## config.mk

```make
export PLATFORM = sky130hd
export DESIGN_NAME = txpippm_pulse_sequencer
export DESIGN_NICKNAME = d
export VERILOG_FILES = /design/src/rtl/txpippm_pulse_sequencer.sv
export SDC_FILE = /design/constraint.sdc
export NUM_CORES = 1
export LEC_CHECK = 0
export BUFFER_PORTS_ARGS = -buffer_cell sky130_fd_sc_hd__buf_2
export CAP_MARGIN = 5
export CELL_PAD_IN_SITES_DETAIL_PLACEMENT = 0
export CELL_PAD_IN_SITES_GLOBAL_PLACEMENT = 1
export CORE_ASPECT_RATIO = 0.75
export CORE_UTILIZATION = 40
export DETAILED_ROUTE_END_ITERATION = 10
export HOLD_SLACK_MARGIN = 0.02
export PLACE_DENSITY = 0.86
export SLEW_MARGIN = 20
export SYNTH_ARGS = -nofsm -noshare
export SYNTH_HDL_FRONTEND = slang
export SYNTH_SLANG_ARGS = --single-unit
```

## constraint.sdc

```tcl
create_clock -name gtwiz_userclk_tx_usrclk_in -period 4.6 [get_ports gtwiz_userclk_tx_usrclk_in]
set_input_delay 1.15 -clock gtwiz_userclk_tx_usrclk_in [delete_from_list [all_inputs] [get_ports gtwiz_userclk_tx_usrclk_in]]
set_output_delay 1.15 -clock gtwiz_userclk_tx_usrclk_in [all_outputs]
set_load 0.01 [all_outputs]
```

## src/rtl/txpippm_pulse_sequencer.sv

```systemverilog
// Command-driven PPM pulse sequencer for the TX phase-interpolator controller.
// Issues a programmed number of fixed-width pulses at a fixed rising-edge interval.
module txpippm_pulse_sequencer #(
  parameter int CHANNEL_COUNT     = 10,
  parameter int COUNT_WIDTH       = 16,
  parameter int INTERVAL_WIDTH    = 16,
  parameter int PULSE_HIGH_CYCLES = 4
) (
  input  logic                      gtwiz_userclk_tx_usrclk_in,
  input  logic                      reset_in,
  input  logic                      cmd_valid_in,
  output logic                      cmd_ready_out,
  input  logic [CHANNEL_COUNT-1:0]  cmd_sel_in,
  input  logic [4:0]                cmd_stepsize_in,
  input  logic [COUNT_WIDTH-1:0]    cmd_count_in,
  input  logic [INTERVAL_WIDTH-1:0] cmd_interval_in,
  input  logic                      abort_in,
  output logic [CHANNEL_COUNT-1:0]  sel_out,
  output logic                      pulse_out,
  output logic [4:0]                stepsize_out,
  output logic                      busy_out,
  output logic                      done_out,
  output logic                      aborted_out,
  output logic [COUNT_WIDTH-1:0]    steps_issued_out
);

  typedef enum logic [1:0] {
    IDLE = 2'd0,
    HIGH = 2'd1,
    LOW  = 2'd2
  } state_e;

  localparam logic [INTERVAL_WIDTH-1:0] MIN_INTERVAL = INTERVAL_WIDTH'(2 * PULSE_HIGH_CYCLES);
  localparam logic [INTERVAL_WIDTH-1:0] HIGH_LAST    = INTERVAL_WIDTH'(PULSE_HIGH_CYCLES - 1);

  state_e                    state_q, state_d;
  logic [INTERVAL_WIDTH-1:0] phase_q, phase_d;
  logic [INTERVAL_WIDTH-1:0] interval_q, interval_d;
  logic [COUNT_WIDTH-1:0]    count_q, count_d;
  logic [COUNT_WIDTH-1:0]    steps_q, steps_d;
  logic [CHANNEL_COUNT-1:0]  sel_q, sel_d;
  logic [4:0]                stepsize_q, stepsize_d;
  logic                      pulse_q, pulse_d;
  logic                      busy_q, busy_d;
  logic                      done_q, done_d;
  logic                      aborted_q, aborted_d;
  logic                      ready_q, ready_d;
  logic                      abort_pend_q, abort_pend_d;
  logic                      abort_seen_s;

  // Next-state and next-output computation; phase_q counts from each rising edge so pulses never drift.
  always_comb begin
    state_d      = state_q;
    phase_d      = phase_q;
    interval_d   = interval_q;
    count_d      = count_q;
    steps_d      = steps_q;
    sel_d        = sel_q;
    stepsize_d   = stepsize_q;
    pulse_d      = pulse_q;
    busy_d       = busy_q;
    done_d       = 1'b0;
    aborted_d    = aborted_q;
    ready_d      = ready_q;
    abort_pend_d = abort_pend_q;
    abort_seen_s = abort_pend_q | abort_in;

    case (state_q)
      IDLE: begin
        abort_pend_d = 1'b0;
        if (cmd_valid_in) begin
          stepsize_d = cmd_stepsize_in;
          count_d    = cmd_count_in;
          interval_d = (cmd_interval_in < MIN_INTERVAL) ? MIN_INTERVAL : cmd_interval_in;
          steps_d    = {COUNT_WIDTH{1'b0}};
          aborted_d  = 1'b0;
          phase_d    = {INTERVAL_WIDTH{1'b0}};
          if (cmd_count_in == {COUNT_WIDTH{1'b0}}) begin
            done_d = 1'b1;
          end else begin
            state_d = HIGH;
            pulse_d = 1'b1;
            busy_d  = 1'b1;
            ready_d = 1'b0;
            sel_d   = cmd_sel_in;
          end
        end else begin
          sel_d = {CHANNEL_COUNT{1'b0}};
        end
      end
      HIGH: begin
        abort_pend_d = abort_seen_s;
        phase_d      = phase_q + INTERVAL_WIDTH'(1);
        if (phase_q == HIGH_LAST) begin
          state_d = LOW;
          pulse_d = 1'b0;
          steps_d = steps_q + COUNT_WIDTH'(1);
        end else begin
          pulse_d = 1'b1;
        end
      end
      LOW: begin
        abort_pend_d = abort_seen_s;
        if (phase_q == interval_q - INTERVAL_WIDTH'(1)) begin
          phase_d = {INTERVAL_WIDTH{1'b0}};
          if ((steps_q < count_q) && !abort_seen_s) begin
            state_d = HIGH;
            pulse_d = 1'b1;
          end else begin
            // Only an abort can end the command with pulses still owed.
            state_d      = IDLE;
            busy_d       = 1'b0;
            ready_d      = 1'b1;
            sel_d        = {CHANNEL_COUNT{1'b0}};
            done_d       = 1'b1;
            aborted_d    = (steps_q < count_q);
            abort_pend_d = 1'b0;
          end
        end else begin
          phase_d = phase_q + INTERVAL_WIDTH'(1);
        end
      end
      default: begin
        state_d      = IDLE;
        pulse_d      = 1'b0;
        busy_d       = 1'b0;
        ready_d      = 1'b1;
        sel_d        = {CHANNEL_COUNT{1'b0}};
        abort_pend_d = 1'b0;
      end
    endcase
  end

  // State and output registers with asynchronous reset.
  always_ff @(posedge gtwiz_userclk_tx_usrclk_in or posedge reset_in) begin
    if (reset_in) begin
      state_q      <= IDLE;
      phase_q      <= {INTERVAL_WIDTH{1'b0}};
      interval_q   <= MIN_INTERVAL;
      count_q      <= {COUNT_WIDTH{1'b0}};
      steps_q      <= {COUNT_WIDTH{1'b0}};
      sel_q        <= {CHANNEL_COUNT{1'b0}};
      stepsize_q   <= 5'd0;
      pulse_q      <= 1'b0;
      busy_q       <= 1'b0;
      done_q       <= 1'b0;
      aborted_q    <= 1'b0;
      ready_q      <= 1'b1;
      abort_pend_q <= 1'b0;
    end else begin
      state_q      <= state_d;
      phase_q      <= phase_d;
      interval_q   <= interval_d;
      count_q      <= count_d;
      steps_q      <= steps_d;
      sel_q        <= sel_d;
      stepsize_q   <= stepsize_d;
      pulse_q      <= pulse_d;
      busy_q       <= busy_d;
      done_q       <= done_d;
      aborted_q    <= aborted_d;
      ready_q      <= ready_d;
      abort_pend_q <= abort_pend_d;
    end
  end

  assign cmd_ready_out    = ready_q;
  assign sel_out          = sel_q;
  assign pulse_out        = pulse_q;
  assign stepsize_out     = stepsize_q;
  assign busy_out         = busy_q;
  assign done_out         = done_q;
  assign aborted_out      = aborted_q;
  assign steps_issued_out = steps_q;

endmodule

```

==> implementation parameters, run 1 <==
Parameter                              Value

Status
  Outcome ... completed

Power
  Total power divided by cell area ... 582 nW/µm²
  Pleak ... 2.87 nW
  Internal power ... 2.17 mW
  Worst IR drop on VDD ... 0.254 mV
  Sequential power share ... 36.7%
  Clk network pwr share ... 23.9%
  Net Switching ... 1.22 mW
  Switching power share of the total ... 36.0%
  Combinational cell fraction of total power ... 39.4%

Detailed routing
  Routed WL per cell ... 16.2 µm
  DRT Wirelength ... 11600 µm
  Detailed-routing wirelength on met1 ... 5810 µm
  Detailed-routed wire length on met2 ... 5030 µm
  Met3 Wirelength ... 727 µm
  Residual antenna-violating net count after detailed routing ... 0
  TritonRoute pass-1 iters ... 4
  DR iter-0 viols ... 205
  DRC violations left ... 0
  Detailed-route vias per instance ... 5.37
  Vias after detailed routing ... 3853
  Highest metal layer with signal wires ... met4

Layout
  Final net count ... 626
  Final Util ... 49.4%
  Summed area of non-filler cells in the final layout ... 5820 µm²
  Area Growth Syn to Fin ... 18.7%
  Ant. Diodes ... 0
  Share of final-layout standard cells stronger than drive strength 1 ... 28.6%
  Fin cells ... 718

Global routing
  Leftover overflow at the end of global routing ... 0
  Wire length of the first global-routing pass ... 19100 µm
  Number of global-route vias before repair ... 3696
  Pin count of the biggest net entering global routing ... 49
  Overall Global Routing Usage ... 19.5%
  Initial antenna violation count ... 0

Synth
  Sequential-to-total area share from yosys stat ... 44.5%
  Fraction of post-synthesis cell area in the top cell type by area ... 43.4%
  Mapped Nets ... 544
  Synthesized netlist cell count ... 470
  Warnings from Yosys ... 0
  Count of state elements after synthesis ... 87
  Leading post-synthesis cells by instance count ... 85 x sky130_fd_sc_hd__dfrtp_1, 35 x sky130_fd_sc_hd__mux2_2, 29 x sky130_fd_sc_hd__inv_1
  Area of the mapped netlist ... 4900 µm²
  Number of synthesized flops with an enable pin ... 0
  Leading area contributor after synthesis ... sky130_fd_sc_hd__dfrtp_1
  Synthesized area divided by synthesized cell count ... 10.4 µm²
  Distinct cell type count after synthesis ... 53
  Leading cell types by total area after synthesis ... sky130_fd_sc_hd__dfrtp_1 43%, sky130_fd_sc_hd__mux2_2 8.0%, sky130_fd_sc_hd__ha_1 5.9%, sky130_fd_sc_hd__xor2_1 3.6%, sky130_fd_sc_hd__mux2_4 3.1%
  Top-count cell post-synth ... sky130_fd_sc_hd__dfrtp_1
  Most used DFF post-synth ... sky130_fd_sc_hd__dfrtp_1
  Asr flop ratio synth ... 100%

Critical path
  Number of cells on the worst reg-to-reg path ... 8
  Slowest stage cell, crit path ... sky130_fd_sc_hd__or4b_1
  Largest incremental delay on the critical path ... 800 ps
  Reg-to-Reg Start ... interval_q[3]
  CP cell instances ... or4_1 -> nor3_1 -> nand3_1 -> a21oi_1 -> nand4_1 -> o31a_1 -> or4b_1 -> mux2_4
  Endpoint of the worst-slack reg-to-reg timing path ... sel_out[2]
  Highest net fanout along the worst path ... 10
  Critical path type ... reg2reg
  Critical path data required time ... 4830 ps
  Crit path DAT ... 3840 ps
  Flop-to-flop setup slack ... 990 ps
  CP Buf/Inv Count ... 0
  Cell family contributing the most delay on the critical path ... simple AND/OR/NAND/NOR gates
  CP startpoint kind ... register
  Sort of element at the end of the critical path ... register

STA
  Final-report setup violation count ... 0
  Min cycle time layout ... 3610 ps
  Worst Max-Slew Pin Slew ... 975 ps
  Final count of pins violating max slew ... 0
  Highest clock rate ... 277 MHz
  Share of the clock period used by the worst path after layout ... 78.5%
  Final Hold Viols ... 0
  Total negative slack for setup checks ... 0 ps
  Setup repair after global routing missed its margin ... false
  Smallest hold slack ... 469 ps
  Clock Skews ... 6.19 ps
  Slew Limit Headroom ... 34.8%

Worst hold path
  Worst min-delay path class ... reg2reg
  Endpoint, Worst Hold ... cmd_ready_out
  Hold_sp ... cmd_ready_out
  Depth of the worst hold-timing path ... 2

Clocking
  Worst-case clock buffer depth ... 2
  Hold_buf cts ... 0
  Clock-pin transition on the worst setup and hold timing paths ... 60 ps
  Number of buffers created by CTS ... 9
  TritonCTS clock tree ... yes
  Post-CTS repair timing setup buffer count ... 0
  TritonCTS Sinks ... 87
  Number of levels in the clock H-tree ... 3
  Insertion delay of the later-clocked pin in the worst-skew pair ... 340 ps
  Clock Root Buffer ... sky130_fd_sc_hd__clkbuf_16
  Number of cells upsized or downsized after cts ... 0

Place
  Number of I/O port buffers ... 86
  Final estimated routing congestion in global placement ... 0.905
  Post-detail-place hpwl ... 8640 µm
  Placed inst area ... 5490 µm²
  Post-placement cell count ... 703

Die
  Horizontal die dimension ... 130 µm
  Die Area ... 12700 µm²
  Area of the core ... 11800 µm²
  Standard-cell rows ... 34
  Initial Util ... 41.6%
  Die extent in y ... 97.9 µm
  Boundary Pins ... 87

Job
  Number of max-cap violations ... 0
worst max-delay path by stage:
stage	slack (ps)	endpoint	depth (start not counted)	start
final	990	sel_out[2]	8	interval_q[3]
after global routing	850	sel_out[0]	8	interval_q[3]
after CTS	1010	sel_out[2]	8	interval_q[3]
after detailed placement	1020	sel_out[0]	8	interval_q[4]
after global placement	1100	sel_out[8]	8	interval_q[4]
after floorplan	1200	abort_pend_q	1	reset_in
kinds of logic (layout without fill, tap and decap cells):
group | count (synthesis) | in the layout | share of synthesized area [%]
AO/OA/AOI/OAI | 78 | 78 | 10.7
XOR/XNOR | 30 | 30 | 5.36
adder cells (fa/ha/maj) | 23 | 23 | 5.87
buffers and inverters | 47 | 133 | 3.70
flip-flops | 87 | 87 | 44.5
multiplexers | 52 | 52 | 12.6
AND/OR/NAND/NOR | 153 | 153 | 17.3
power by group through the flow:
| stage | clock, mW | sequential, mW | combinational, mW |
|---|---|---|---|
| 2_1_floorplan | 0 | 1.23 | 0.980 |
| 3_3_place_gp | 0 | 1.24 | 1.29 |
| 3_5_place_dp | 0 | 1.25 | 1.33 |
| 4_1_cts | 0.830 | 1.24 | 1.34 |
| 5_1_grt | 0.856 | 1.28 | 1.49 |
| 6_report | 0.810 | 1.24 | 1.33 |
routing by layer:
| layer | global-route usage, % | vias to the layer above |
|---|---|---|
| li1 | - | 1858 |
| met1 | 28.1 | 1881 |
| met2 | 29.1 | 108 |
| met3 | 5.70 | 6 |
| met4 | 3.67 | 0 |
| met5 | 0 | - |
final cells by class:
class	count	area [µm²]
multi-input cells	336	2540
flip-flops and latches	87	2180
well taps	162	203
clock buffers	12	267
inverters	29	110
fillers	1087	5970
clock inverters	3	65.1
repair buffers	89	453
stage by stage:
step / power, mW / setup slack [ps]
floorplan: 2.21 / 1200
global placement: 2.52 / 1100
detailed placement: 2.58 / 1020
CTS: 3.41 / 1010
global route: 3.63 / 850
finish: 3.38 / 989
state kept, by name, summed over array words and instances, names as in the netlist, 2 cells and up:
signal and count:
count_q 16, interval_q 16, phase_q 16, sel_out 10, state_q 2, steps_issued_out 16
stepsize_out 5
placed cells by master (no fill, tap or decap), types with 3 or more instances in the layout:
cell,synthesis,routed
sky130_fd_sc_hd__buf_2,1,86
sky130_fd_sc_hd__dfrtp_1,85,85
sky130_fd_sc_hd__mux2_2,35,35
sky130_fd_sc_hd__inv_1,29,28
sky130_fd_sc_hd__nor2_1,26,26
sky130_fd_sc_hd__o21ai_0,25,25
sky130_fd_sc_hd__ha_1,23,23
sky130_fd_sc_hd__nand2_1,21,21
sky130_fd_sc_hd__xor2_1,20,20
sky130_fd_sc_hd__and3_1,20,20
sky130_fd_sc_hd__a21oi_1,14,14
sky130_fd_sc_hd__a22o_1,14,14
sky130_fd_sc_hd__nor2b_1,13,13
sky130_fd_sc_hd__nor4_1,13,13
sky130_fd_sc_hd__nand3_1,10,10
sky130_fd_sc_hd__xnor2_1,10,10
sky130_fd_sc_hd__nor3_1,10,10
sky130_fd_sc_hd__mux2_4,10,10
sky130_fd_sc_hd__clkbuf_16,0,9
sky130_fd_sc_hd__nand4_1,8,8
sky130_fd_sc_hd__or3_1,8,8
sky130_fd_sc_hd__mux2i_1,6,6
sky130_fd_sc_hd__nand2b_1,5,5
sky130_fd_sc_hd__or2_2,5,5
sky130_fd_sc_hd__or4_1,5,5
sky130_fd_sc_hd__nor3b_1,3,3
sky130_fd_sc_hd__clkbuf_8,0,3
sky130_fd_sc_hd__buf_4,1,3
worst min-delay path: stages (launching register included):
cell	delay, ps
sky130_fd_sc_hd__dfstp_2	360
sky130_fd_sc_hd__inv_1	40
sky130_fd_sc_hd__mux2i_1	60
Power figures use the tool's default switching activity.
==> inputs of run 2 (changes only) <==
Settings changed: ABC_AREA from default to 1, CORE_UTILIZATION 40 to 37, PLACE_DENSITY 0.86 to 0.88.
Clock period 4.6 ns to 3.2 ns, I/O delays scaled along.
==> implementation parameters, run 2 <==
Parameter                              Value

Status
  Outcome ... completed

Detailed routing
  TritonRoute pass-1 iters ... 5 (+1)
  Vias after detailed routing ... 4964 (+29%)
  Routed WL per cell ... 13.7 µm (-16%)
  DRC violations left ... 0 (unchanged)
  Detailed-route vias per instance ... 4.84 (-9.8%)
  Residual antenna-violating net count after detailed routing ... 0 (unchanged)
  DR iter-0 viols ... 325 (+59%)
  DRT Wirelength ... 14000 µm (+21%)

Synth
  Leading area contributor after synthesis ... sky130_fd_sc_hd__dfrtp_1
  Fraction of post-synthesis cell area in the top cell type by area ... 39.6% (-3.8 points)
  Synthesized area divided by synthesized cell count ... 7.22 µm² (-31%)
  Warnings from Yosys ... 0 (unchanged)
  Distinct cell type count after synthesis ... 36 (-32%)
  Most used DFF post-synth ... sky130_fd_sc_hd__dfrtp_1
  Leading post-synthesis cells by instance count ... 248 x sky130_fd_sc_hd__nand2_1, 91 x sky130_fd_sc_hd__inv_1, 85 x sky130_fd_sc_hd__dfrtp_1
  Leading cell types by total area after synthesis ... sky130_fd_sc_hd__dfrtp_1 40%, sky130_fd_sc_hd__nand2_1 17%, sky130_fd_sc_hd__inv_1 6.4%, sky130_fd_sc_hd__ha_1 5.4%, sky130_fd_sc_hd__nand3_1 4.2%
  Asr flop ratio synth ... 100% (unchanged)
  Area of the mapped netlist ... 5370 µm² (+9.5%)
  Synthesized netlist cell count ... 743 (+58%)
  Count of state elements after synthesis ... 87 (unchanged)
  Mapped Nets ... 817 (+50%)
  Number of synthesized flops with an enable pin ... 0 (unchanged)
  Sequential-to-total area share from yosys stat ... 40.6% (-3.8 points)
  Top-count cell post-synth ... sky130_fd_sc_hd__nand2_1

Layout
  Final net count ... 900 (+44%)
  Flip-flop and latch area ... 2180 µm² (unchanged)
  Ant. Diodes ... 0 (unchanged)
  Multi-input gate area in the final layout ... 2730 µm² (+7.4%)
  Total of fill cells in the finished design ... 1433 (+32%)
  Most common cell after layout, fill and taps aside ... sky130_fd_sc_hd__nand2_1
  Commonest cells after routing, fill and taps aside ... 248 x sky130_fd_sc_hd__nand2_1, 90 x sky130_fd_sc_hd__inv_1, 86 x sky130_fd_sc_hd__buf_2, 85 x sky130_fd_sc_hd__dfrtp_1, 59 x sky130_fd_sc_hd__nor2_1
  Share of final-layout standard cells stronger than drive strength 1 ... 15.3% (-13 points)
  Area Growth Syn to Fin ... 17.9%

Clocking
  Number of buffers created by CTS ... 9 (unchanged)
  Hold_buf cts ... 0 (unchanged)
  Number of cells upsized or downsized after cts ... 0 (unchanged)
  TritonCTS clock tree ... yes
  Insertion delay of the later-clocked pin in the worst-skew pair ... 340 ps (about the same)
  Clock Root Buffer ... sky130_fd_sc_hd__clkbuf_16
  Post-CTS repair timing setup buffer count ... 0 (unchanged)
  Worst-case clock buffer depth ... 2 (unchanged)
  TritonCTS Sinks ... 87 (unchanged)
  Clock-pin transition on the worst setup and hold timing paths ... 60 ps (about the same)
  Number of levels in the clock H-tree ... 3 (unchanged)

Critical path
  CP startpoint kind ... register
  Critical path type ... reg2reg
  Endpoint of the worst-slack reg-to-reg timing path ... sel_out[7]
  Largest incremental delay on the critical path ... 390 ps (-410 ps)
  CP most frequent cell ... sky130_fd_sc_hd__nand2_1
  Highest net fanout along the worst path ... 13 (+3)
  Number of stages on the worst setup path ... 13 (+5)
  Slowest stage cell, crit path ... sky130_fd_sc_hd__dfrtp_1
  Critical path data required time ... 3420 ps (-1410 ps)
  Crit path DAT ... 2760 ps (-1080 ps)
  Flop-to-flop setup slack ... 660 ps (-330 ps)
  Cell family contributing the most delay on the critical path ... simple AND/OR/NAND/NOR gates
  Launch point of the critical path ... interval_q[0]
  CP Buf/Inv Count ... 1 (+1)
  Number of cells on the worst reg-to-reg path ... 13 (+5)
  CP cell instances ... inv_1 -> ha_1 -> nand2_1 -> nor2_1 -> nand3_1 -> nand3_1 -> nand2_1 -> nor2_1 -> nand3_1 -> o21bai_4 -> nand3_2 -> nand2_1 -> nand2_1
  Sort of element at the end of the critical path ... register
  Crit path capture ... sel_out[7]
  Reg-to-Reg Start ... interval_q[0]

Job
  Number of max-cap violations ... 0 (unchanged)

Place
  Final estimated routing congestion in global placement ... 0.836 (-7.6%)
  Post-detail-place hpwl ... 10700 µm (+24%)
  Number of I/O port buffers ... 86 (unchanged)

Worst hold path
  Worst min-delay path class ... reg2reg
  Depth of the worst hold-timing path ... 2 (unchanged)

Global routing
  Wire length of the first global-routing pass ... 23900 µm (+25%)
  Number of global-route vias before repair ... 4612 (+25%)
  Pin count of the biggest net entering global routing ... 62 (+27%)
  Overall Global Routing Usage ... 20.4% (+0.92 points)
  Leftover overflow at the end of global routing ... 0 (unchanged)
  Initial antenna violation count ... 0 (unchanged)

Power
  Pleak ... 3.38 nW (+18%)
  Total power divided by cell area ... 784 nW/µm² (+35%)
  Worst IR drop on VDD ... 0.429 mV (+69%)
  Total power consumption of the routed design ... 4.96 mW (+47%)

STA
  Highest clock rate ... 393 MHz (+42%)
  Setup repair after global routing missed its margin ... false
  Clock Skews ... 7.87 ps (+1.68 ps)
  Final count of pins violating max slew ... 0 (unchanged)
  Min cycle time layout ... 2540 ps (-1070 ps)
  Total negative slack for setup checks ... 0 ps (unchanged)
  Final Hold Viols ... 0 (unchanged)
  Slew Limit Headroom ... 46.0% (+11 points)
  Worst Max-Slew Pin Slew ... 802 ps (-173 ps)
  Share of the clock period used by the worst path after layout ... 79.5% (+0.96 points)
  Final-report setup violation count ... 0 (unchanged)

Die
  Area of the core ... 13900 µm² (+18%)
  Die Area ... 15000 µm² (+18%)
  Die extent in y ... 106 µm (+8.6%)
  Standard-cell rows ... 37 (+8.8%)
  Horizontal die dimension ... 141 µm (+8.6%)
  Boundary Pins ... 87 (unchanged)
  Initial Util ... 38.5% (-3.1 points)
-- run 2: cell count changes in the layout (fill, tap and decap cells not counted), sizes merged, moves of 6 or more --
cell,delta
mux2i,-6
a22o,-14
nor2,+39
nand2,+231
or3,-8
nand4,+19
inv,+64
and3,-20
o31ai,+6
o21ai,+16
mux2,-46
nor2b,-13
nand3,+38
-- run 2: stage by stage --
| step | hold slack [ps] | instance area, µm² | worst slack, ps | utilization, % | instances |
|---|---|---|---|---|---|
| after floorplan | 449 | 5370 | 153 | - | 743 |
| after global placement | 452 | 6010 | 588 | 43.1 | 1010 |
| after detailed placement | 459 | 6010 | 590 | 43.1 | 1010 |
| after CTS | 474 | 6330 | 637 | 45.4 | 1026 |
| after global routing | 495 | 6330 | 300 | 45.4 | 1026 |
| final | 469 | 6330 | 657 | 45.4 | 1026 |
-- run 2: power by group --
group	internal [mW]	switching, mW	leakage, nW
combinational	0.683	1.45	2.09
clock	0.707	0.420	0.150
sequential	1.45	0.252	1.14
total	2.84	2.12	3.38
-- run 2: area by class of cell --
| class | instances | area share [%] |
|---|---|---|
| clock inverter | 3 | 1.07 |
| multi-input combinational | 540 | 43.1 |
| sequential | 87 | 34.4 |
| clock buffer | 13 | 3.95 |
| timing repair buffer | 94 | 7.95 |
| tap | 195 | 3.86 |
| inverter | 94 | 5.60 |
-- run 2: how the worst min path moves through the flow --
stage | slack (ps) | to | from
after floorplan | 450 | count_q[0] | count_q[0]
after global placement | 450 | sel_out[3] | sel_out[3]
after detailed placement | 460 | sel_out[3] | sel_out[3]
after CTS | 470 | sel_out[3] | sel_out[3]
after global routing | 490 | sel_out[4] | sel_out[4]
final | 470 | sel_out[3] | sel_out[3]
-- run 2: worst reg2reg max path, stage by stage, from the launching register on --
cell and delay (ps):
sky130_fd_sc_hd__dfrtp_1 390, sky130_fd_sc_hd__inv_1 170, sky130_fd_sc_hd__ha_1 240, sky130_fd_sc_hd__nand2_1 130, sky130_fd_sc_hd__nor2_1 180, sky130_fd_sc_hd__nand3_1 120, sky130_fd_sc_hd__nand3_1 100, sky130_fd_sc_hd__nand2_1 50
sky130_fd_sc_hd__nor2_1 80, sky130_fd_sc_hd__nand3_1 160, sky130_fd_sc_hd__o21bai_4 350, sky130_fd_sc_hd__nand3_2 270, sky130_fd_sc_hd__nand2_1 120, sky130_fd_sc_hd__nand2_1 60
-- run 2: logic make-up after synthesis --
logic type | share of synthesized area, %
AND/OR/NAND/NOR | 34.3
buffers and inverters | 8.53
AO/OA/AOI/OAI | 7.32
adder cells (fa/ha/maj) | 5.36
XOR/XNOR | 3.92
flip-flops | 40.6
-- run 2: per-layer routing --
layer	global-route usage [%]	up-vias	part of all wire [%]
li1	-	2555	-
met3	4.82	13	7.5
met4	4.66	0	1.0
met2	27.7	175	38
met1	32.0	2221	54
met5	0	-	0
